--- src/rtl/code_dumper.sv ---
// Streams the code RAM contents out through the UART, one byte per frame, until
// a 0x00 terminator or the top address. Optional CODE_DUMPER_NEWLINE_EN appends 0x0A.
module code_dumper #(
  parameter int addrSize_code = 9,
  parameter int GAP_CYCLES    = 2000
) (
  input  logic                     clk,
  input  logic                     reset,
  input  logic                     start,
  input  logic [7:0]               codeIn,
  output logic [addrSize_code-1:0] addrCode,
  output logic [7:0]               dataTx,
  output logic                     startTransmit,
  output logic                     busy,
  output logic                     done
);

  localparam int CW = $clog2(GAP_CYCLES + 1);
  localparam logic [CW-1:0] GAP_LOAD = CW'(GAP_CYCLES - 1);

`ifdef CODE_DUMPER_NEWLINE_EN
  typedef enum logic [2:0] {
    S_IDLE, S_READ, S_CHECK, S_SEND, S_WAIT, S_NEWLINE, S_FINISH
  } state_t;
`else
  typedef enum logic [2:0] {
    S_IDLE, S_READ, S_CHECK, S_SEND, S_WAIT, S_FINISH
  } state_t;
`endif

  state_t                   state_q, state_d;
  logic [addrSize_code-1:0] addr_q, addr_d;
  logic [7:0]               data_q, data_d;
  logic [CW-1:0]            cnt_q, cnt_d;
  logic                     st_q, busy_q, done_q;
`ifdef CODE_DUMPER_NEWLINE_EN
  logic                     nl_q, nl_d;
`endif

  always_comb begin
    state_d = state_q;
    addr_d  = addr_q;
    data_d  = data_q;
    cnt_d   = cnt_q;
`ifdef CODE_DUMPER_NEWLINE_EN
    nl_d    = nl_q;
`endif
    case (state_q)
      S_IDLE: begin
        if (start) begin
          state_d = S_READ;
          addr_d  = '0;
        end
      end
      S_READ:  state_d = S_CHECK;
      S_CHECK: begin
        if (codeIn == 8'h00) begin
`ifdef CODE_DUMPER_NEWLINE_EN
          state_d = S_NEWLINE;
`else
          state_d = S_FINISH;
`endif
        end else begin
          state_d = S_SEND;
          data_d  = codeIn;
        end
      end
      S_SEND: begin
        cnt_d   = GAP_LOAD;
        state_d = S_WAIT;
      end
      S_WAIT: begin
        if (cnt_q == '0) begin
`ifdef CODE_DUMPER_NEWLINE_EN
          if (nl_q) begin
            state_d = S_FINISH;
          end else if (addr_q == '1) begin
            state_d = S_NEWLINE;
          end else begin
            addr_d  = addr_q + 1'b1;
            state_d = S_READ;
          end
`else
          if (addr_q == '1) begin
            state_d = S_FINISH;
          end else begin
            addr_d  = addr_q + 1'b1;
            state_d = S_READ;
          end
`endif
        end else begin
          cnt_d = cnt_q - 1'b1;
        end
      end
`ifdef CODE_DUMPER_NEWLINE_EN
      S_NEWLINE: begin
        cnt_d   = GAP_LOAD;
        nl_d    = 1'b1;
        state_d = S_WAIT;
      end
`endif
      S_FINISH: begin
        addr_d  = '0;
        state_d = S_IDLE;
`ifdef CODE_DUMPER_NEWLINE_EN
        nl_d    = 1'b0;
`endif
      end
      default: state_d = S_IDLE;
    endcase

    // Outputs are registered, so transition-dependent values are keyed on state_d.
    if (state_d == S_FINISH) addr_d = '0;
`ifdef CODE_DUMPER_NEWLINE_EN
    if (state_d == S_NEWLINE) data_d = 8'h0A;
`endif
  end

  always_ff @(posedge clk) begin
    if (!reset) begin
      state_q <= S_IDLE;
      addr_q  <= '0;
      data_q  <= '0;
      cnt_q   <= '0;
      st_q    <= 1'b0;
      busy_q  <= 1'b0;
      done_q  <= 1'b0;
`ifdef CODE_DUMPER_NEWLINE_EN
      nl_q    <= 1'b0;
`endif
    end else begin
      state_q <= state_d;
      addr_q  <= addr_d;
      data_q  <= data_d;
      cnt_q   <= cnt_d;
`ifdef CODE_DUMPER_NEWLINE_EN
      st_q    <= (state_d == S_SEND) || (state_d == S_NEWLINE);
      nl_q    <= nl_d;
`else
      st_q    <= (state_d == S_SEND);
`endif
      busy_q  <= (state_d != S_IDLE);
      done_q  <= (state_d == S_FINISH);
    end
  end

  assign addrCode      = addr_q;
  assign dataTx        = data_q;
  assign startTransmit = st_q;
  assign busy          = busy_q;
  assign done          = done_q;

endmodule
--- config.mk ---
export PLATFORM = sky130hd
export DESIGN_NAME = code_dumper
export DESIGN_NICKNAME = d
export VERILOG_FILES = /design/src/rtl/code_dumper.sv
export SDC_FILE = /design/constraint.sdc
export NUM_CORES = 1
export LEC_CHECK = 0
export ABC_CLOCK_PERIOD_IN_PS = 2270
export CAP_MARGIN = 10
export CORE_MARGIN = 4
export CORE_UTILIZATION = 45
export DETAILED_ROUTE_END_ITERATION = 12
export GPL_TIMING_DRIVEN = 0
export HOLD_SLACK_MARGIN = 0.1
export PLACE_DENSITY = 0.73
export SKIP_CTS_REPAIR_TIMING = 1
export SLEW_MARGIN = 10
export SYNTH_ARGS = -nofsm -noshare
export SYNTH_HDL_FRONTEND = slang
export SYNTH_SLANG_ARGS = --single-unit
export TNS_END_PERCENT = 100
--- constraint.sdc ---
create_clock -name clk -period 2.27 [get_ports clk]
set_input_delay 0.3405 -clock clk [delete_from_list [all_inputs] [get_ports clk]]
set_output_delay 0.3405 -clock clk [all_outputs]
set_load 0.1 [all_outputs]
# Yosys cells after proc, flatten, opt, wreduce, memory -nomap -nowiden
# Cells that the tools add are included.
dict set report word_totals {
  reg_bits 34
  out_inout_bits 20
  inputBits 11
}
dict set report op_classes {
  addsub 2
  n_eq_ne 12
  n_mux 11
  n_reduce_logical 10
  n_bitwise 2
}
# cell count
set op_table {}
lappend op_table {{$mux 9} 3}
lappend op_table {{$pmux 9 s3} 1}
lappend op_table {{$pmux 11 s2} 1}
lappend op_table {{$pmux 3 s5} 1}
lappend op_table {{$mux 3} 4}
lappend op_table {{$logic_not 11->1} 1}
lappend op_table {{$mux 11} 1}
lappend op_table {{$sub 11x1->11 const B} 1}
lappend op_table {{$add 9x1->9 const B} 1}
lappend op_table {{$eq 3x2->1 const B} 3}
lappend op_table {{$eq 3x3->1 const B} 3}
lappend op_table {{$eq 9x9->1 const B} 1}
lappend op_table {{$logic_not 8->1} 1}
lappend op_table {{$ne 2x2->1 const B} 4}
lappend op_table {{$reduce_bool 3->1} 2}
lappend op_table {{$reduce_and 2->1} 2}
lappend op_table {{$reduce_and 4->1} 1}
lappend op_table {{$eq 3x1->1 const B} 1}
lappend op_table {{$logic_not 3->1} 1}
lappend op_table {{$not 1->1} 2}
lappend op_table {{$reduce_bool 2->1} 1}
lappend op_table {{$reduce_or 2->1} 1}

# Depth between registers and ports, before layout
# Gate-level depths: netlist (run 1).
dict set report logic_depth {
  word_depth 6
  mapped_depth 8
  ltp_nobuf 8
}

# Worst setup path after synthesis (run 1)
# Ideal clock, no wire load.
dict set report synth_path {
  path_kind {register to register}
  from {reg addr_q[0] (netlist: addrCode[0])}
  to {reg addr_q[7] (netlist: addrCode[7])}
  required_ps 2200
  slack_ps -433
  arrival_ps 2633
  synth_period_minus_slack_ps 2703
  path_buffers 0
  stages_incl_launch_ff 9
  path_cell_list {dfxtp_1 > ha_1 > and4_1 > ha_1 > nor4b_1 > nand4_2 > and2_4 > or3_1 > a21oi_1}
}
dict set report synth_via {
  elab_chain_cells 6
  word_cells_on_any_way 12
  classes_between {add/sub: 1; eq/ne: 3; mux: 6; reduce/logical: 2}
}
# item line_no
set synth_rtl {}
lappend synth_rtl {{from (decl)} 32} ;# logic [addrSize_code-1:0] addr_q, addr_d;
lappend synth_rtl {{from (signal assigned)} 133} ;# addr_q <= addr_d;
lappend synth_rtl {{parallel branches: the longest is 6 deep, another holds $add 9x1->9} n/a}
# Parallel ways; which one is timed is not known. The select of a mux whose other input is x is not followed.
# A chain may end at the register's enable or synchronous reset.

# Final worst setup path (run 1)
dict set report layout_path {
  from {reg addr_q[1] (netlist: addrCode[1])}
  to {out addrCode[1]}
}
# item line_no
set layout_lines {}
lappend layout_lines {{to (decl)} 11} ;# output logic [addrSize_code-1:0] addrCode,
# No word-level cell between the ends.

==> results of run 1 <==
[flip-flops by register name, indices dropped and copies added, names as in the netlist]
register	cells
done	1
busy	1
dataTx	8
cnt_q	11
startTransmit	1
addrCode	9
state_q	3
[Yosys cell counts (2+ instances only)]
cell and count:
o21ai_0 4, and4_1 2, clkbuf_1 3, dfxtp_1 34, or3b_2 2, a21oi_1 17, inv_1 5, nor4_1 3
ha_1 3, nand4_1 2, nor3_1 8, xnor2_1 6, mux2i_1 8, nand2_1 10, xor2_1 5, nor2_1 19
nand3_1 6, nor3b_1 2, o21a_1 3, or3_1 2, nor2b_1 2, and2_1 2, a211oi_1 2
[cells by family (layout without fill, tap and decap cells)]
logic type,count (synthesis),after routing,synth area share (%)
xor+xnor,11,11,6.063
compound gates,36,36,14.88
fa+ha+maj,3,3,2.362
buf+inv,11,52,3.149
mux,8,8,5.040
simple gates,71,71,25.67
flops,34,34,42.83
[metal layers]
layer | track usage [%] | wire (µm)
met1 | 22.19 | 1698
met2 | 30.06 | 1797
met3 | 5.824 | 123
met4 | 7.089 | 56
met5 | 0 | 0
[final cells by class]
cell class                 instances  area [µm²]
tap                               46       57.56
sequential                        34       705.7
fill                             325        1271
buffer                             5       27.53
multi-input combinational        129       894.6
clock buffer                       5       37.54
timing repair buffer              34       336.6
clock inverter                     2       10.01
inverter                           6       22.52
[how the worst max path moves through the flow]
stage / from / to
after detailed placement: start / addrCode[7]
final: addrCode[1] / addrCode[1]
after global placement: start / addrCode[7]
after CTS: addrCode[0] / addrCode[7]
after global routing: dataTx[4] / dataTx[4]
after floorplan: addrCode[0] / addrCode[7]
[per-stage QoR]
stage	hold WS (ps)	instances
global route	536.7	261
finish	505.4	261
CTS	487.6	257
global placement	467.9	250
floorplan	458.0	174
detailed placement	474.4	250
[power by group through the flow]
stage / Sequential [mW] / Combinational (mW) / Clock, mW
global route: 0.632 / 0.296 / 0.339
detailed placement: 0.642 / 0.267 / 0
global placement: 0.640 / 0.262 / 0
floorplan: 0.719 / 0.119 / 0
CTS: 0.629 / 0.269 / 0.317
finish: 0.629 / 0.275 / 0.306
[cells in the final DEF, fill, tap and decap left out, drive strengths merged, types with 8 or more instances in the layout]
cell type and n:
dfxtp 34, nor3 8, mux2i 8, clkbuf 8
nand2 11, nor2 19, clkdlybuf4s50 29, a21oi 17
==> results.ini, run 1 <==
[detailed_routing]
first_iter_violations=48
drc_errors=0
wl_per_cell_um=14.08
drt_wl_total_um=3676
antenna_left=0
routed_via_density=5.375
num_vias=1403
firstDrtPassIters=4

[final_layout]
layout.nets=229
fin_util_pct=62.20
drive_gt1_share_pct=17.21
n_antenna_cell=0
syn_to_final_growth_pct=31.65
fin_area_um2=2092

[placed_design]
port_buffers=30
postPlaceCellArea_um2=1978
place_ws_ps=-21.81
dp_hpwl_um=2685
routabilityCongestion=0.8606

[grt]
track_usage_pct=18.30
grt_pass1_wl_um=6292
antenna_found_initial=0
grt_pass1_vias=1442
grt_max_degree=11
grt_overflow=0

[sta]
max_slew_margin_pct=34.31
layout_setup_ws_ps=77.56
setup_viol_count_final=0
clock-skew-final_ps=10.99
fmax_mhz=456.1
worst_slew_pin_slew_ps=982.3
rsz0062_at_grt=false
finalHoldViolations=0
min_period_ps=2192
tns_ps=0
drv_slew=0
fin_crit_sh_pct=96.58

[synthesis]
synth_area_um2=1589
synth_ff_type=dfxtp_1
synth_seq_cells=34
synth_cell_types=47
synth_nets=188
synth_edf_count=0
yosysWarnings=0
synth_area_leaders=dfxtp_1, a21oi_1, mux2i_1
yosysTopAreaCellShare_pct=42.83
synthCells=174
syn_avg_cell_area_um2=9.132
synth-seq-area-share_pct=42.83
synthArstFlopShare_pct=0
synth_area_leader_cell=dfxtp_1

[clock_tree]
path_clk_slew_ps=100
worstSkewPairLatency_ps=340
cts_inserted_buffers=5
cts.sinks=34
cts_root_buf=clkbuf_4
cts_tree=done
cts_max_path_buffers=2
cts_max_level=2

[die]
dieWidth_um=67.43
die_height_um=67.43
rows=21
core-area_um2=3363
die-area_um2=4546
start_util_pct=47.25
num_io_pins=31

[critical_path]
path_class=register to output pin
cp_slowest_cell=clkdlybuf4s50_1
required_ps=1930
regToRegStartpoint=addrCode[1]
r2r_setup_slack_ps=160
cp.arrival_ps=1850
max_stage_delay_ps=1130
worstSetupStartpointType=register
timing.rr.end=addrCode[7]
reg2regPathDepth=8
cp.depth=1
cpLargestDelayFamily=buffers and inverters
cp_max_fo=6
end_kind=output pin
crit_chain=clkdlybuf4s50_1
cp.buffers_inverters=1

[min_path]
holdPathStages=2
hold_class=register to register
worstHoldEndpoint=dataTx[7]
hp-start=dataTx[7]

[pwr]
ir_drop_uv=341.9
p_sw_uw=390.7
leakage_nw=0.7369
clkPwrFrac_pct=25.3
p_seq_share_pct=52.0
p_int_uw=818.7
comb_power_share_pct=22.7
power_mw=1.209
swShare_pct=32.31
cellPowerDensity_nw_per_um2=578.1

[flow_run]
maxCapViolations=0

[run_status]
status=complete, no violations

(Power assumes the default switching activity.)
==> run 2: changes to the inputs <==
--- a/config.mk
+++ b/config.mk
@@ -13,7 +13,6 @@
 export GPL_TIMING_DRIVEN = 0
 export HOLD_SLACK_MARGIN = 0.1
 export PLACE_DENSITY = 0.73
-export SKIP_CTS_REPAIR_TIMING = 1
 export SLEW_MARGIN = 10
 export SYNTH_ARGS = -nofsm -noshare
 export SYNTH_HDL_FRONTEND = slang
==> results.ini, run 2 (synthesis gave the netlist of run 1 again) <==
[run_status]
status=complete, no violations

[final_layout]
final_common_cell=clkdlybuf4s50_1
syn_to_final_growth_pct=29.53
drive_gt1_share_pct=15.96  ; -1.2 points
seqCellArea_um2=705.7  ; unchanged
layout.nets=227  ; -0.87%
n_antenna_cell=0  ; unchanged
multi_input_area_um2=882.1  ; -1.4%
regMostFlops=cnt_q
largest_reg_flops=11  ; unchanged
final_cell_mix=clkdlybuf4s50_1, dfxtp_1, nor2_1, a21oi_1, nand2_1
fin_area_um2=2058  ; -1.6%
nFillCells=326  ; +0.31%

[clock_tree]
cts_tree=done
cts_max_path_buffers=2  ; unchanged
worstSkewPairLatency_ps=340  ; about the same
cts.sinks=34  ; unchanged
cts_inserted_buffers=5  ; unchanged
path_clk_slew_ps=90  ; about the same
cts_root_buf=clkbuf_4
cts_max_level=2  ; unchanged

[grt]
track_usage_pct=18.37  ; +0.070 points
grtUsageMet2_pct=30.18  ; +0.12 points
grtUsageMet3_pct=5.657  ; -0.17 points
grt_overflow=0  ; unchanged
grt_max_degree=11  ; unchanged
met1_usage_pct=22.49  ; +0.31 points
grt_pass1_wl_um=6320  ; +0.45%
busiest_layer=met2
antenna_found_initial=0  ; unchanged
grt_pass1_vias=1441  ; -0.069%

[die]
core-area_um2=3363  ; unchanged
start_util_pct=47.25  ; unchanged
rows=21  ; unchanged
die_height_um=67.43  ; unchanged
die-area_um2=4546  ; unchanged
dieWidth_um=67.43  ; unchanged
num_io_pins=31  ; unchanged

[critical_path]
crit_start=addrCode[0]
cp_max_fo=7  ; +1
cp_slowest_cell=clkdlybuf4s50_1
required_ps=1930  ; about the same
regToRegStartpoint=addrCode[5]
crit_chain=clkdlybuf4s50_1
path_class=register to output pin
max_stage_delay_ps=1140  ; about the same
end_kind=output pin
worstSetupStartpointType=register
cp.buffers_inverters=1  ; unchanged
cpLargestDelayFamily=buffers and inverters
cp.arrival_ps=1870  ; +20 ps

[detailed_routing]
antenna_left=0  ; unchanged
drt_wl_total_um=3636  ; -1.1%
routed_via_density=5.413  ; +0.70%
first_iter_violations=48  ; unchanged
wl_per_cell_um=14.04  ; -0.32%
firstDrtPassIters=4  ; unchanged
drc_errors=0  ; unchanged
num_vias=1402  ; -0.071%

[placed_design]
place_ws_ps=-21.81  ; unchanged
postPlaceCellArea_um2=1978  ; unchanged
port_buffers=30  ; unchanged
dp_hpwl_um=2685  ; unchanged
routabilityCongestion=0.8606  ; unchanged

[sta]
worst_slew_pin_slew_ps=981.8  ; -0.5149 ps
fin_crit_sh_pct=97.22  ; +0.64 points
drv_slew=0  ; unchanged
rsz0062_at_grt=false
max_slew_margin_pct=34.34  ; +0.034 points
min_period_ps=2207  ; +14.49 ps
setup_viol_count_final=0  ; unchanged
layout_setup_ws_ps=63.06  ; -14.49 ps
fmax_mhz=453.1  ; -0.66%
clock-skew-final_ps=9.681  ; -1.312 ps
tns_ps=0  ; unchanged
finalHoldViolations=0  ; unchanged

[pwr]
power_mw=1.212  ; +0.20%
cellPowerDensity_nw_per_um2=588.7  ; +1.8%
ir_drop_uv=341.8  ; about the same
leakage_nw=0.7062  ; -4.2%

[min_path]
hold_class=register to register
hp-start=addrCode[8]

[flow_run]
maxCapViolations=0  ; unchanged

==> run 2: cell types whose count changed in the layout (fill, tap and decap cells not counted) <==
cell,previous run,this run
and4_1,1,2
and4_4,1,0
clkdlybuf4s50_1,29,30
dlymetal6s2s_1,1,0
a21boi_1,1,0
a21oi_1,16,17
buf_6,2,1
a21oi_2,1,0
ha_4,1,0
buf_4,3,2
a21boi_2,0,1
ha_2,1,2
==> run 2: area by class of cell <==
type / count / share of cell area, %
Buffer: 5 / 1.337
Clock buffer: 5 / 1.824
Clock inverter: 2 / 0.4863
Inverter: 6 / 1.094
Multi-Input combinational cell: 129 / 42.86
Sequential cell: 34 / 34.29
Tap cell: 46 / 2.796
Timing Repair Buffer: 32 / 15.32
==> run 2: timing repair <==
item | in CTS | in global routing
buffers inserted | 1 | 1
pin swaps | 0 | 2
endpoints found under the setup margin | 2 | 3
hold buffers | 0 | 0
gates resized for setup | 0 | 5
==> run 2: path summary, 6_finish.rpt <==
path | end | slack, ps | depth (start not counted)
hold reg to reg | addrCode[8] | 490 | 2
setup reg to reg | addrCode[7] | 150 | 8
setup / recovery | addrCode[0] | 60 | 1
hold / removal | addrCode[8] | 490 | 2
==> run 2: through the flow <==
stage               instances  util (%)  hold WS [ps]
global placement          250     58.82         467.9
finish                    259     61.20         490.0
CTS                       258     60.45         487.6
global route              259     61.20         526.3
detailed placement        250     58.82         474.4
floorplan                 174         -         458.0
==> run 2: worst reg2reg max path, cell delays in order (launching register included) <==
cell	delay (ps)
dfxtp_4	360
and4_1	220
and4_1	220
ha_2	190
nor4b_4	250
nand4_2	150
and2_4	190
or3_1	340
a21oi_1	140
==> run 2: layer usage <==
metal	share of wire, %	vias to the layer above
li1	-	703
met1	46	668
met2	48	24
met3	3.5	7
met4	2.3	0
met5	0	-
==> run 2: report_power, final <==
| group | leakage [nW] | internal [mW] | switching, mW | total, mW |
|---|---|---|---|---|
| clock | 0.0308 | 0.111 | 0.198 | 0.309 |
| combinational | 0.394 | 0.0949 | 0.179 | 0.274 |
| sequential | 0.282 | 0.612 | 0.0172 | 0.629 |
| total | 0.706 | 0.818 | 0.394 | 1.21 |
